$ cat src/rtl/id_ex_stage.sv
// id_ex_stage: ID->EX pipeline register sitting directly behind the register file.
//   - Captures both RF read ports (with same-cycle write-back bypass) and the decoded
//     fields into the EX register.
//   - Detects load-use hazards against a load held in EX, inserts one bubble and
//     back-pressures decode; counts bubbles in a saturating counter.
//   - flush kills the EX contents and consumes the decode instruction.
// Ports:
//   clk, rst_n                      clock / async active-low reset
//   id_valid, id_ready              decode handshake
//   id_rs_addr, id_rt_addr          source registers (also drive the RF read ports)
//   id_uses_rt, id_rd_addr          rt-read flag, destination register
//   id_imm, id_ctrl                 immediate and decoded control bundle
//   rf_rs_data, rf_rt_data          RF read data
//   wb_en, wb_addr, wb_data         write-back port (bypassed around the RF)
//   flush                           kill EX contents
//   ex_ready, ex_valid              EX handshake
//   ex_rs/rt/rd_addr, ex_rs/rt_data captured addresses and operands
//   ex_imm, ex_ctrl                 captured immediate and control
//   stall_count                     load-use bubbles inserted, saturating
module id_ex_stage #(
  parameter int unsigned DATA_W       = 8,
  parameter int unsigned ADDR_W       = 3,
  parameter int unsigned CTRL_W       = 6,
  parameter int unsigned MEM_READ_BIT = 0,
  parameter bit          R0_ZERO      = 1'b1,
  parameter int unsigned CNT_W        = 16
) (
  input  logic              clk,
  input  logic              rst_n,
  input  logic              id_valid,
  output logic              id_ready,
  input  logic [ADDR_W-1:0] id_rs_addr,
  input  logic [ADDR_W-1:0] id_rt_addr,
  input  logic              id_uses_rt,
  input  logic [ADDR_W-1:0] id_rd_addr,
  input  logic [DATA_W-1:0] id_imm,
  input  logic [CTRL_W-1:0] id_ctrl,
  input  logic [DATA_W-1:0] rf_rs_data,
  input  logic [DATA_W-1:0] rf_rt_data,
  input  logic              wb_en,
  input  logic [ADDR_W-1:0] wb_addr,
  input  logic [DATA_W-1:0] wb_data,
  input  logic              flush,
  input  logic              ex_ready,
  output logic              ex_valid,
  output logic [ADDR_W-1:0] ex_rs_addr,
  output logic [ADDR_W-1:0] ex_rt_addr,
  output logic [ADDR_W-1:0] ex_rd_addr,
  output logic [DATA_W-1:0] ex_rs_data,
  output logic [DATA_W-1:0] ex_rt_data,
  output logic [DATA_W-1:0] ex_imm,
  output logic [CTRL_W-1:0] ex_ctrl,
  output logic [CNT_W-1:0]  stall_count
);

  logic              adv;
  logic              hazard;
  logic              ex_rd_live;
  logic              id_rs_zero;
  logic              id_rt_zero;
  logic              ex_rs_zero;
  logic              ex_rt_zero;
  logic [DATA_W-1:0] byp_rs;
  logic [DATA_W-1:0] byp_rt;
  logic              ref_rs;
  logic              ref_rt;

  assign adv = ex_ready | ~ex_valid;

  // A load into r0 produces nothing a consumer could depend on.
  assign ex_rd_live = (ex_rd_addr != '0) | ~R0_ZERO;

  assign hazard = id_valid & ex_valid & ex_ctrl[MEM_READ_BIT] & ex_rd_live &
                  ((ex_rd_addr == id_rs_addr) | (id_uses_rt & (ex_rd_addr == id_rt_addr)));

  assign id_ready = flush | (adv & ~hazard);

  assign id_rs_zero = R0_ZERO && (id_rs_addr == '0);
  assign id_rt_zero = R0_ZERO && (id_rt_addr == '0);
  assign ex_rs_zero = R0_ZERO && (ex_rs_addr == '0);
  assign ex_rt_zero = R0_ZERO && (ex_rt_addr == '0);

  // Operand bypass: r0 constant beats write-back, write-back beats the RF.
  always_comb begin
    byp_rs = rf_rs_data;
    byp_rt = rf_rt_data;
    if (id_rs_zero) begin
      byp_rs = '0;
    end else if (wb_en && (wb_addr == id_rs_addr)) begin
      byp_rs = wb_data;
    end
    if (id_rt_zero) begin
      byp_rt = '0;
    end else if (wb_en && (wb_addr == id_rt_addr)) begin
      byp_rt = wb_data;
    end
  end

  // While EX is stalled the RF may still be written; refresh held operands so they
  // never go stale.
  assign ref_rs = ex_valid & wb_en & (wb_addr == ex_rs_addr) & ~ex_rs_zero;
  assign ref_rt = ex_valid & wb_en & (wb_addr == ex_rt_addr) & ~ex_rt_zero;

  always_ff @(posedge clk or negedge rst_n) begin
    if (!rst_n) begin
      ex_valid    <= 1'b0;
      ex_rs_addr  <= '0;
      ex_rt_addr  <= '0;
      ex_rd_addr  <= '0;
      ex_rs_data  <= '0;
      ex_rt_data  <= '0;
      ex_imm      <= '0;
      ex_ctrl     <= '0;
      stall_count <= '0;
    end else if (flush) begin
      ex_valid <= 1'b0;
    end else if (adv && hazard) begin
      ex_valid <= 1'b0;
      if (stall_count != '1) begin
        stall_count <= stall_count + 1'b1;
      end
    end else if (adv) begin
      // Fields load even when id_valid=0; ex_valid marks them as dead.
      ex_valid   <= id_valid;
      ex_rs_addr <= id_rs_addr;
      ex_rt_addr <= id_rt_addr;
      ex_rd_addr <= id_rd_addr;
      ex_rs_data <= byp_rs;
      ex_rt_data <= byp_rt;
      ex_imm     <= id_imm;
      ex_ctrl    <= id_ctrl;
    end else begin
      if (ref_rs) begin
        ex_rs_data <= wb_data;
      end
      if (ref_rt) begin
        ex_rt_data <= wb_data;
      end
    end
  end

endmodule
$ cat config.mk
export PLATFORM = sky130hd
export DESIGN_NAME = id_ex_stage
export DESIGN_NICKNAME = d
export VERILOG_FILES = /design/src/rtl/id_ex_stage.sv
export SDC_FILE = /design/constraint.sdc
export NUM_CORES = 1
export LEC_CHECK = 0
export CAP_MARGIN = 20
export CORE_ASPECT_RATIO = 2
export CORE_UTILIZATION = 38
export CTS_CLUSTER_DIAMETER = 100
export DETAILED_ROUTE_END_ITERATION = 7
export PLACE_DENSITY = 0.75
export SYNTH_ARGS = -nofsm -noshare
export SYNTH_HDL_FRONTEND = slang
export SYNTH_SLANG_ARGS = --single-unit
$ cat constraint.sdc
create_clock -name clk -period 1.85 [get_ports clk]
set_input_delay 0.4625 -clock clk [delete_from_list [all_inputs] [get_ports clk]]
set_output_delay 0.4625 -clock clk [all_outputs]
set_load 0.01 [all_outputs]
==> results.yml <==
logic_synthesis:
  ys_top_cells_by_area: "dfrtp_1 47%, mux2_4 18%, xnor2_1 7.4%"
  synth_top_cell_area_share: 0.4736
  ys_seq_elements: 56
  synthCells: 224
  syn_nets: 282
  synthArstFlopShare: 1.000
  yosysSeqAreaShare: 0.4736
  ys.flop_type: "dfrtp_1"
  synth_warnings: 0
  synth_edf_count: 0
  ys_types: 38
  yosysTopAreaCell: "dfrtp_1"
  avgSynthCellArea_um2: 13.21
  synth_area_mm2: 0.002959
setup_path:
  worst_setup_path_start_kind: "flop"
  slowest_stage: "dfrtp_1"
  rr_worst_depth: 9
  startpoint: "ex_rd_addr[0]"
  cp-endpoint: "id_ready"
  slowest_delay_ns: 0.40
  crit_chain: "buf_6 > xnor2_2 > nand4_1 > a21o_1 > a21o_1 > buf_2"
  crit_arrival_ns: 1.60
  cp_max_fo: 3
  critPathRequiredTime_ns: 1.39
  worst-r2r-setup-slack_ns: -0.13
  critical_path_class: "reg -> out"
  r2r-start: "ex_rd_addr[0]"
  critPathCaptureType: "output pin"
  r2r-end: "ex_ctrl[4]"
  crit_top_cell: "a21o_1"
timing:
  fin_skew_ns: 0.006284
  rsz0062_at_grt: "true"
  period_needed_ns: 2.059
  layout_setup_ws_ns: -0.2093
  tightest_slew_ns: 0.5419
  relSlewSlack: 0.6359
  setup_viol: 50
  final_max_slew_viol_count: 0
  fin_crit_sh: 1.113
  hold_viol: 0
  fmax_mhz: 485.6
place:
  dpl_cell_area_mm2: 0.004436
  dp_hpwl_um: 6033
  gp_congestion: 0.8966
  portBuffers: 113
  place_inst: 460
clock_tree:
  cts_buffers: 5
  clk_pin_slew_ns: 0.07
  htree_levels: 2
  cts_tree: "done"
  cts_buffer_depth: 2
  clkSinkCount: 56
  clk_latency_ns: 0.29
  cts_root_buffer: "clkbuf_16"
  ctsHoldBuffers: 0
global_route:
  grt_pass1_vias: 2711
  antenna_found_initial: 0
  overflow: 0
  grt_usage: 0.2209
  grt_max_degree: 57
  grt_pass1_wl_um: 13740
routing:
  drt-total-wl_um: 8515
  num_vias: 2419
  via_per_inst: 5.093
  wl_met1_um: 3006
  drt_iter0_drc: 100
  wl_per_cell_um: 17.93
  route.met3.wl_um: 301
  post-route-drc-count: 0
  dr.pass1.iters: 4
  met2WireLength_um: 5019
  detail-route-antenna-nets: 0
  routed.top_layer: "met4"
status:
  outcome: "finished, violations left"
  violations: "negative setup slack"
final_layout:
  stdcell_count: 475
  fill_cells: 613
  area.growth.synth_to_final_pct: 65.16
  design_area_mm2: 0.004887
  antenna_cells: 0
  layout-drive-gt1-share: 0.3675
  fin_nets: 440
floorplan:
  dieArea_mm2: 0.008166
  die_h_um: 126.8
  die_x_um: 64.40
  coreArea_mm2: 0.007545
  row_count: 45
  start_util: 0.3922
  pin_count: 114
pwr:
  sequentialPowerShare: 0.397
  switching_share: 0.2567
  intPower_mw: 2.752
  power_mw: 3.702
  p_clk_frac: 0.282
  combinationalPowerShare: 0.321
  power.density_mw_per_mm2: 757.4
  total_leakage_power_nw: 2.226
  max-vdd-ir-drop_v: 0.0005518
  p_switching_mw: 0.9501
worst_hold_path:
  hold_class: "in -> async"
flow_run:
  maxCapViolCount: 0
-- layer usage --
metal	global-route usage	vias up
met5	0	-
met4	0.07582	0
met3	0.02788	11
met2	0.4279	82
met1	0.2353	1190
li1	-	1136
-- what timing repair did --
item | in CTS | in global routing
cloned | 3 | 0
gates resized for setup | 60 | 21
endpoints found under the setup margin | 57 | 58
buffers inserted | 8 | 4
pin swaps | 19 | 15
-- worst min path at each step --
stage                               start              end  slack [ns]
after detailed placement            rst_n    ex_rs_data[7]        0.49
after CTS                           rst_n    ex_rs_data[7]        0.17
after global routing                rst_n    ex_rs_data[0]        0.18
after global placement    stall_count[13]  stall_count[13]        0.48
final                               rst_n    ex_rs_data[7]        0.16
after floorplan                     rst_n       ex_ctrl[0]        0.17
-- registers in the layout (all words and copies together) (netlist names) --
signal       cells
ex_ctrl          6
ex_imm           8
ex_rd_addr       3
ex_rs_addr       3
ex_rs_data       8
ex_rt_addr       3
ex_rt_data       8
ex_valid         1
stall_count     16
-- synthesized netlist by cell type, types with 3 or more instances --
library cell,number
a22o_2,12
and3_1,8
nand2b_1,5
mux2_1,5
nand2_1,4
nand4_1,13
a22o_1,4
dfrtp_1,56
a21oi_1,5
nand3_1,5
xor2_1,4
and2_1,3
nor2_1,3
xnor2_1,25
buf_6,5
mux2_4,36
-- power by group through the flow --
stage / sequential (mW) / combinational, mW / clock (mW)
floorplan: 1.56 / 0.405 / 0
global placement: 1.48 / 1.10 / 0
detailed placement: 1.49 / 1.11 / 0
CTS: 1.47 / 1.21 / 1.07
global route: 1.49 / 1.26 / 1.12
finish: 1.47 / 1.19 / 1.04
-- cells by family (layout without fill, tap and decap cells) --
group           Yosys count  after routing  share of synthesized area
compound gates           35             35                    0.09936
xor+xnor                 29             29                    0.08583
fa+ha+maj                 1              1                   0.004228
buf+inv                  12            169                    0.03129
flops                    56             56                     0.4736
mux                      41             41                     0.2017
simple gates             50             50                     0.1040
-- worst max-delay path: cells and delay by family (launching register included) --
kind | cells | cell delay (ns)
buffers and inverters | 2 | 0.27
AND/OR/NAND/NOR | 1 | 0.16
AO/OA/AOI/OAI | 2 | 0.36
XOR/XNOR | 1 | 0.11
flip-flops | 1 | 0.40
-- stage by stage --
step,TNS [ns],hold slack [ns],worst slack [ns],util
3_5_place_dp,-33.71,0.4857,-0.7600,0.5879
6_report,-4.303,0.1601,-0.2093,0.6478
3_3_place_gp,-31.48,0.4791,-0.7087,0.5879
4_1_cts,-5.618,0.1750,-0.2238,0.6459
5_1_grt,-7.855,0.1842,-0.2740,0.6478
2_1_floorplan,0,0.1669,0.0004678,-
-- cell usage in the layout, fill, tap and decap left out, types with 4 or more instances in the layout --
cell / count
nand4_1: 13
clkbuf_16: 5
xnor2_1: 22
buf_4: 35
mux2_4: 40
a22o_2: 12
clkdlybuf4s50_1: 96
and3_1: 6
xor2_1: 4
dlygate4sd2_1: 13
a22o_1: 4
dfrtp_1: 54
buf_6: 8
-- layout make-up --
| type | count | area [um^2] | share of cell area |
|---|---|---|---|
| repair buffers | 161 | 1548 | 0.3167 |
| flip-flops and latches | 56 | 1404 | 0.2873 |
| clock inverters | 1 | 30.03 | 0.006144 |
| inverters | 2 | 7.507 | 0.001536 |
| multi-input cells | 156 | 1655 | 0.3387 |
| clock buffers | 5 | 125.1 | 0.02560 |
| well taps | 94 | 117.6 | 0.02407 |
Note: power is estimated with default switching activity, not from simulation.
